[src/rtl/cpu_pkg.sv]
// cpu_pkg: shared widths, instruction field positions and ALU opcodes
package cpu_pkg;
    localparam int ADDR_W  = 4;
    localparam int DATA_W  = 4;
    localparam int INSTR_W = 11;
    localparam int OPC_HI = 10, OPC_LO = 8;
    localparam int OP1_HI = 7,  OP1_LO = 4;
    localparam int OP2_HI = 3,  OP2_LO = 0;
    typedef enum logic [2:0] {
        OP_STO  = 3'd0,
        OP_ADD  = 3'd1,
        OP_SUB  = 3'd2,
        OP_AND  = 3'd3,
        OP_OR   = 3'd4,
        OP_XOR  = 3'd5,
        OP_NOT  = 3'd6,
        OP_PASS = 3'd7
    } alu_op_t;
endpackage

[src/rtl/cpu_datapath_alu4.sv]
// alu4: combinational ALU; logical ops leave the sum's top bit clear so cout=0
module alu4
    import cpu_pkg::*;
#(
    parameter int W = DATA_W
) (
    input  logic [W-1:0] a,
    input  logic [W-1:0] b,
    input  logic [2:0]   s,
    input  logic         cin,
    output logic [W-1:0] f,
    output logic         cout
);
    logic [W:0] sum;
    always_comb begin
        sum = '0;
        case (alu_op_t'(s))
            OP_STO:  sum = {1'b0, b};
            OP_ADD:  sum = {1'b0, a} + {1'b0, b} + (W+1)'(cin);
            OP_SUB:  sum = {1'b0, a} + {1'b0, ~b} + (W+1)'(cin);
            OP_AND:  sum = {1'b0, a & b};
            OP_OR:   sum = {1'b0, a | b};
            OP_XOR:  sum = {1'b0, a ^ b};
            OP_NOT:  sum = {1'b0, ~a};
            default: sum = {1'b0, a};
        endcase
        f    = sum[W-1:0];
        cout = sum[W];
    end
endmodule

[src/rtl/cpu_datapath.sv]
// cpu_datapath: unified RAM, PC, IR, operand, ALU and result register driven by decoder controls
module cpu_datapath
    import cpu_pkg::*;
#(
    parameter int ADDR_W  = cpu_pkg::ADDR_W,
    parameter int DEPTH   = 2**ADDR_W,
    parameter int INSTR_W = cpu_pkg::INSTR_W,
    parameter int DATA_W  = cpu_pkg::DATA_W
) (
    input  logic               clk,
    input  logic               reset_n,
    input  logic               ram_csn,
    input  logic               ram_rwn,
    input  logic               ram_addr_sel,
    input  logic               ram_data_sel,
    input  logic [2:0]         alu_s,
    input  logic               alu_cin,
    input  logic               pc_inc,
    input  logic               pc_reset,
    input  logic               load_mode,
    input  logic               prog_we,
    input  logic [ADDR_W-1:0]  prog_addr,
    input  logic [INSTR_W-1:0] prog_wdata,
    output logic [INSTR_W-1:0] instruction,
    output logic [ADDR_W-1:0]  pc,
    output logic [DATA_W-1:0]  result,
    output logic               carry
);
    logic [INSTR_W-1:0] ram [DEPTH];
    logic [INSTR_W-1:0] ir, rdata, wdata;
    logic [ADDR_W-1:0]  addr;
    logic [DATA_W-1:0]  operand, f;
    logic               cout, core_rd, core_wr;

    assign addr        = ram_addr_sel ? ir[OP1_HI:OP1_LO] : pc;
    assign rdata       = ram[addr];
    assign wdata       = {(INSTR_W-DATA_W)'(0), ram_data_sel ? result : ir[OP2_HI:OP2_LO]};
    assign core_rd     = !load_mode && !ram_csn && ram_rwn;
    assign core_wr     = !load_mode && !ram_csn && !ram_rwn;
    assign instruction = ir;

    alu4 #(.W(DATA_W)) u_alu (
        .a(operand), .b(ir[OP2_HI:OP2_LO]), .s(alu_s), .cin(alu_cin), .f(f), .cout(cout)
    );

    // the load port takes priority, so a colliding core write is simply lost
    always_ff @(posedge clk) begin
        if (load_mode && prog_we)
            ram[prog_addr] <= prog_wdata;
        else if (core_wr)
            ram[addr] <= wdata;
    end

    always_ff @(posedge clk or negedge reset_n) begin
        if (!reset_n) begin
            pc      <= '0;
            ir      <= '0;
            operand <= '0;
            result  <= '0;
            carry   <= 1'b0;
        end else begin
            pc <= pc_reset ? '0 : pc_inc ? pc + ADDR_W'(1) : pc;
            if (core_rd && !ram_addr_sel)
                ir <= rdata;
            if (core_rd && ram_addr_sel)
                operand <= rdata[DATA_W-1:0];
            if (!load_mode && ram_csn) begin
                result <= f;
                carry  <= cout;
            end
        end
    end
endmodule

[config.mk]
export PLATFORM = sky130hd
export DESIGN_NAME = cpu_datapath
export DESIGN_NICKNAME = d
export VERILOG_FILES = /design/src/rtl/cpu_pkg.sv /design/src/rtl/cpu_datapath_alu4.sv /design/src/rtl/cpu_datapath.sv
export SDC_FILE = /design/constraint.sdc
export NUM_CORES = 1
export LEC_CHECK = 0
export ABC_AREA = 1
export CAP_MARGIN = 20
export CORE_UTILIZATION = 40
export DETAILED_ROUTE_END_ITERATION = 10
export GPL_ROUTABILITY_DRIVEN = 0
export PLACE_DENSITY = 0.59
export SETUP_SLACK_MARGIN = 0.5
export SLEW_MARGIN = 10
export SYNTH_ARGS = -nofsm -noshare
export SYNTH_HDL_FRONTEND = slang
export SYNTH_SLANG_ARGS = --single-unit
[constraint.sdc]
create_clock -name clk -period 6.3 [get_ports clk]
set_input_delay 1.89 -clock clk [delete_from_list [all_inputs] [get_ports clk]]
set_output_delay 1.89 -clock clk [all_outputs]
set_load 0.005 [all_outputs]
# Word-level counts from Yosys, hierarchy flattened
# Memories as Yosys holds them, arrays and structs flattened.
# Cells that the tools add are included.
# classes
add_sub_neg,5
eq_ne,6
muxes,13
n_bitwise,5
n_reduce_logical,14
# op_table
cell,count
5-bit one-hot mux with 7 select lines,1
4-bit 2-to-1 mux,5
11-bit 2-to-1 mux,1
11-bit OR reduction,1
4-bit by 4-bit adder with 5-bit output,2
5-bit by 1-bit adder with 5-bit output,2
3-bit == test (second input constant),3
4-bit inverter,2
1-bit logical AND,7
3-bit by 2-bit == test with 1-bit output (second input constant),2
1-bit 2-to-1 mux,6
4-bit by 1-bit adder with 4-bit output (second input constant),1
4-bit AND,1
1-bit logical NOT,4
4-bit bitwise OR,1
4-bit XOR,1
3-bit by 1-bit == test with 1-bit output (second input constant),1
3-bit logical NOT,1
2-bit nonzero test,1
# word_totals
ff_bits,24
ramBits,176
in_bits,29
out_inout_bits,20
wordCells,49
memories,1
# memory_table
name,words,width,rd,rd_ports_with_merged_regs,write_ports,line,text
ram,16,11,1,0,1,cpu_datapath.sv:29,logic [INSTR_W-1:0] ram [DEPTH];

# Depth between registers and ports, before layout
# Gate-level depths: netlist of run 1.
# depth
ltp_word,8
mapped_depth,13
mapped_depth_nobuf,10

# Modules after synthesis
# From an unflattened synthesis of run 1, not the netlist that was laid out.
# hier_totals
hier_cells,1020
hier_area_um2,9750.6
# by_module_without_submodules
module,n_inst,cells_per_inst,area_per_inst_um2,seq_area_each_um2
cpu_datapath,1,910,9092.5,5885.6
alu4,1,110,658.1,0.0

# Worst setup path before layout of run 1
# Ideal clock, no wire load.
# synth_path
kind,in2reg
startpoint,input ram_addr_sel
endpoint,"memory ram[0][0], enable pin"
setup_time_ps,378
t_arrival_ps,3252
t_required_ps,5922
path_slack_ps,2669
stages,8
path_buffers,1
cell_sequence,buf_6 inv_4 or2_1 o21ai_4 inv_4 o21ai_2 nand3_1 nor2_1
# synth_via
elab_chain_cells,2
# synth_rtl
element,line,text
"start, declared",cpu_datapath.sv:14,"input logic ram_addr_sel,"
4-bit 2-to-1 mux,cpu_datapath.sv:35,assign addr = ram_addr_sel ? ir[OP1_HI:OP1_LO] : pc;
4-bit 2-to-1 mux (no source line),-,
"end, declared",cpu_datapath.sv:29,
# No other way between the ends.

# Worst setup path after layout of run 1
# layout_path
startpoint,input ram_addr_sel
endpoint,register ir[5] (netlist: instruction[5])
# layout_via
elab_chain_cells,2
word_cells_on_any_way,4
cone_classes,mux (1); reduce/logical (2); memory (1)
# layout_rtl
element,line,text
4-bit 2-to-1 mux or 1-bit logical NOT (tied branches),"cpu_datapath.sv:35, cpu_datapath.sv:63",
memory read 16 x 11 bit or 1-bit logical AND (tied branches),-,
"end signal, assigned",cpu_datapath.sv:64,ir <= rdata;
"end, declared",cpu_datapath.sv:30,"logic [INSTR_W-1:0] ir, rdata, wdata;"
# Several ways; a longest one is shown, not always the timed one.
# A chain may end at the register's enable or synchronous reset.

==> flow_summary_export.csv, run 1 <==
group,metric,value,unit
die,die_x,158,um
grt,grt_pass1_vias,6587,
synthesis,synthCells,1023,
synthesis,synth_top_cell_area_share,0.541,
pwr,power.density,304,mW/mm2
place,dpl.cell_count,1372,
routing,vias_per_cell,5.02,
clocking,post_cts_buffers,0,
worst_setup_path,critPathCaptureType,"flip-flop",
clocking,clock-sinks,200,
routing,ant_nets,0,
grt,grt.overflow.total,0,
worst_setup_path,required,6.64,ns
grt,grt_max_degree,78,
routing,drtIter0Drc,600,
flow_run,max_cap_violations,0,
synthesis,netlist_area,0.00978,mm2
routing,wire_per_inst,17.5,um
timing,fin_crit_sh,0.688,
timing,setup-tns-final,0,ns
cells_and_area,nNetsFinal,1122,
place,place_area,0.0106,mm2
worst_setup_path,reg2reg_from,"instruction[4]",
worst_setup_path,r2r-end,"instruction[5]",
clocking,clockBufferDepth,2,
clocking,clk_pin_slew_worst_paths,0.07,ns
clocking,cts_tree,"built",
synthesis,yosys-top-cells-count,"nand3_1, nand2_1, inv_1",
place,place_ws,1.42,ns
pwr,max-vdd-ir-drop,0.000154,V
run_status,status,"completed",
die,fp.dieH,158,um
worst_setup_path,setup.worst_path.end,"instruction[5]",
worst_setup_path,reg2reg_slack,3.85,ns
synthesis,yosys_warnings,0,
die,core-area,0.0238,mm2
worst_setup_path,crit_path_max_fanout,22,
synthesis,async_flop_share,0.120,
worst_setup_path,r2r_cells,10,
timing,setup_ws,1.96,ns
clocking,htree_num_levels,4,
timing,rsz0062_at_grt,"false",
cells_and_area,area_growth,14.8,%
timing,max-slew-margin-rel,0.327,
synthesis,synth.most_common_cell,"nand3_1",
synthesis,syn_nets,1069,
timing,max_clock_freq,231,MHz
routing,first_pass_iters,9,
clocking,postCtsResizedCells,0,
cells_and_area,drive_gt1_frac,0.0753,
timing,maxSlewViolCount,0,
clocking,clock-root-buffer,"clkbuf_16",
timing,hold_viol_final,0,
cells_and_area,fin_cells,1408,
synthesis,synth.top_cells.by_area,"edfxtp_1, nand3_1, nand2_1",
pwr,p_leak,4.87,nW
grt,grt_pass1_wl,37900,um
clocking,clk_latency,0.45,ns
synthesis,synth_ff_type,"edfxtp_1",
place,port_buffers,48,
die,num_rows,56,
synthesis,ys_ff_latch,200,
worst_setup_path,crit_start,"ram_addr_sel",
cells_and_area,diodes,0,
synthesis,syn_avg_cell_area,9.56,um2
timing,fin_crit,4.34,ns
timing,worst_pin_slew,1.01,ns
worst_setup_path,start_kind,"primary input",
timing,clock_skew,0.0105,ns
grt,grt.total_usage,0.205,
timing,setup_viol,0,
routing,drc,0,
cells_and_area,final_area,0.0112,mm2
synthesis,synth_seq_area_share,0.602,
grt,antenna_found_initial,0,
place,dp_hpwl,15300,um
synthesis,synth-edff-count,176,
worst_setup_path,crit_type,"in2reg",
die,initial_utilization,0.412,
die,floorplan.io_pins,49,
worst_setup_path,crit_arrival,4.67,ns
clocking,cts_buffers,17,
synthesis,ys_types,34,
die,dieArea,0.0251,mm2
routing,wl,24600,um
clocking,ctsHoldBuffers,0,
synthesis,synth_top_cell_by_area,"edfxtp_1",
pwr,power,3.41,mW
worst_hold_path,hold_class,"reg2reg",
routing,dr_total_vias,7064,
worst_hold_path,worstHoldStart,"carry",
-- registers in the layout, summed over array words and instances (netlist names) --
signal       count
operand          4
carry            1
pc               4
instruction     11
ram            176
result           4
-- stage by stage --
stage | util | hold WS, ns
floorplan | - | 0.471
global placement | 0.446 | 0.489
detailed placement | 0.446 | 0.496
CTS | 0.471 | 0.514
global route | 0.472 | 0.545
finish | 0.472 | 0.510
-- cell type report --
class / count / area [um2]
timing repair buffer: 80 / 724
inverter: 204 / 771
clock buffer: 17 / 425
tap: 319 / 399
clock inverter: 15 / 165
fill: 2197 / 12500
sequential: 200 / 5890
multi-input combinational: 573 / 2850
-- cells in the final DEF, fill, tap and decap left out, types with 2 or more instances in the layout --
cell type / count
dfrtp_1: 24
o21ai_1: 2
bufinv_16: 2
nand3_1: 222
clkdlybuf4s50_1: 48
ha_1: 13
inv_6: 5
nor3_1: 3
clkinv_4: 4
inv_2: 2
nand4_1: 4
inv_1: 200
clkinv_1: 2
o21ai_0: 16
nand3b_1: 22
buf_4: 31
inv_4: 2
edfxtp_1: 176
fa_1: 4
nand2_1: 206
nand2_2: 3
clkbuf_16: 17
a21oi_1: 8
or2_2: 6
o22ai_1: 5
o21ai_4: 2
or2_1: 2
nor2_1: 45
o21ai_2: 2
a31oi_1: 2
-- power by group --
group	switching (mW)	leakage [nW]	total (mW)	internal [mW]
clock network	0.514	0.286	1.11	0.594
registers	0.0577	1.90	1.56	1.50
logic	0.473	2.68	0.743	0.270
-- logic make-up (layout without fill, tap and decap cells) --
logic type / count (synthesis) / count (layout) / synth area share
AO/OA/AOI/OAI: 39 / 39 / 0.0238
XOR/XNOR: 1 / 1 / 0.000896
AND/OR/NAND/NOR: 515 / 515 / 0.240
buffers and inverters: 250 / 316 / 0.107
flip-flops: 200 / 200 / 0.602
adder cells (fa/ha/maj): 17 / 17 / 0.0248
multiplexers: 1 / 1 / 0.00115
-- routing by layer --
layer,GRT usage,part of all wire,vias to the layer above
li1,-,-,3442
met1,0.285,0.47,3365
met2,0.325,0.46,233
met3,0.0414,0.063,24
met4,0.0582,0.012,0
met5,0,0,-
-- worst max-delay path, stage by stage --
cell	delay, ns
clkdlybuf4s50_1	0.82
nand2_1	0.42
nand2_1	0.88
nand2_1	0.12
nand3_1	0.13
nand3_1	0.07
nand3_1	0.14
nand2_1	0.07
nand2_1	0.07
nand2_1	0.05
-- how the worst min path moves through the flow --
stage / end / slack (ns) / depth (start not counted)
final: carry / 0.51 / 1
after global routing: carry / 0.54 / 1
after CTS: carry / 0.51 / 1
after detailed placement: result[1] / 0.50 / 2
after global placement: carry / 0.49 / 1
after floorplan: instruction[10] / 0.47 / 2
(Power assumes the default switching activity.)
==> inputs of run 2 (changes only) <==
==> constraint.sdc (replaced) <==
create_clock -name clk -period 4.5 [get_ports clk]
set_input_delay 1.35 -clock clk [delete_from_list [all_inputs] [get_ports clk]]
set_output_delay 1.35 -clock clk [all_outputs]
set_load 0.005 [all_outputs]
==> flow_summary_export.csv, run 2 (same netlist as run 1, synthesis figures left out) <==
group,metric,value,unit
clocking,cts_buffers,17,
timing,maxSlewViolCount,0,
timing,fin_crit,3.69,ns
routing,ant_nets,0,
timing,max-slew-margin-rel,0.273,
routing,wl,25800,um
cells_and_area,drive_gt1_frac,0.0800,
timing,fin_crit_sh,0.820,
cells_and_area,final_common_cell,"nand3_1",
clocking,clock-sinks,200,
clocking,postCtsResizedCells,0,
grt,grt_max_degree,78,
grt,grt_pass1_vias,6742,
die,core-area,0.0238,mm2
timing,clock_skew,0.0110,ns
routing,first_pass_iters,7,
cells_and_area,seq_area,0.00589,mm2
clocking,cts_tree,"built",
place,place_area,0.0106,mm2
grt,antenna_found_initial,0,
clocking,clock-root-buffer,"clkbuf_16",
worst_setup_path,required,4.57,ns
cells_and_area,final_area,0.0112,mm2
routing,dr_total_vias,7167,
place,dp_hpwl,16700,um
timing,worst_pin_slew,1.09,ns
clocking,clk_pin_slew_worst_paths,0.08,ns
place,port_buffers,48,
routing,drtIter0Drc,773,
worst_setup_path,crit_arrival,3.76,ns
grt,grt_pass1_wl,39400,um
grt,grt.total_usage,0.218,
die,fp.dieH,158,um
cells_and_area,multi_input_area,0.00287,mm2
pwr,power.density,424,mW/mm2
worst_setup_path,critPathCaptureType,"flip-flop",
die,initial_utilization,0.412,
worst_setup_path,start_kind,"primary input",
timing,setup-tns-final,0,ns
die,floorplan.io_pins,49,
grt,grt.overflow.total,0,
timing,hold_viol_final,0,
clocking,clk_latency,0.45,ns
cells_and_area,top_register,"ram",
routing,drc,0,
worst_hold_path,hold_class,"reg2reg",
routing,wire_per_inst,18.3,um
die,dieArea,0.0251,mm2
worst_setup_path,crit_type,"in2reg",
clocking,post_cts_buffers,0,
cells_and_area,largest_register_ffs,176,
pwr,max-vdd-ir-drop,0.000228,V
flow_run,max_cap_violations,0,
timing,max_clock_freq,271,MHz
clocking,ctsHoldBuffers,0,
run_status,status,"completed",
cells_and_area,nNetsFinal,1120,
die,die_x,158,um
clocking,clockBufferDepth,2,
cells_and_area,fillCellCount,2234,
pwr,p_leak,4.85,nW
routing,vias_per_cell,5.09,
worst_setup_path,crit_path_max_fanout,11,
timing,setup_viol,0,
cells_and_area,final_cell_mix,"nand3_1, nand2_1, inv_1",
cells_and_area,area_growth,14.7,%
die,num_rows,56,
timing,rsz0062_at_grt,"false",
clocking,htree_num_levels,4,
==> run 2: per-layer routing <==
layer,vias to the layer above,part of all wire,track usage
met1,3446,0.47,0.310
met5,-,0,0
li1,3442,-,-
met2,242,0.46,0.335
met3,37,0.055,0.0378
met4,0,0.020,0.0728
==> run 2: path summary, 6_finish.rpt <==
path / start / endpoint / slack [ns] / cells after the start
hold reg to reg: instruction[10] / instruction[10] / 0.49 / 2
setup / recovery: ram_csn / ram[13][0] / 0.81 / 6
setup reg to reg: pc[2] / ram[9][2] / 2.14 / 6
hold / removal: instruction[10] / instruction[10] / 0.49 / 2
max in group asynchronous: reset_n / carry / 2.99 / 2
min in group asynchronous: reset_n / instruction[8] / 1.26 / 2
==> run 2: where the power goes <==
group	switching [mW]	internal, mW
clock	0.730	0.776
combinational	0.686	0.387
sequential	0.0730	2.11
total	1.49	3.27
==> run 2: layout make-up <==
type                            instances  share of cell area
Tap cell                              319              0.0356
Inverter                              204              0.0687
Timing Repair Buffer                   78              0.0640
Clock buffer                           17              0.0379
Antenna cell                            2            0.000446
Multi-Input combinational cell        573               0.256
Sequential cell                       200               0.525
Clock inverter                         15              0.0129
==> run 2: through the flow <==
stage                     cells   util  power (mW)  setup WS [ns]  hold WS (ns)
final                      1408  0.472        4.76          0.808         0.486
after CTS                  1406  0.472        4.76          0.756         0.488
after floorplan            1023      -        2.88           1.41         0.471
after global routing       1406  0.472        4.97          0.579         0.528
after global placement     1374  0.448        3.28          0.343         0.468
after detailed placement   1374  0.448        3.29          0.298         0.469
==> run 2: worst max-delay path: stages <==
cell	delay, ns
clkdlybuf4s50_1	0.45
nor3_2	0.47
inv_2	0.20
o21ai_0	0.38
nand2_1	0.12
nor2_1	0.78
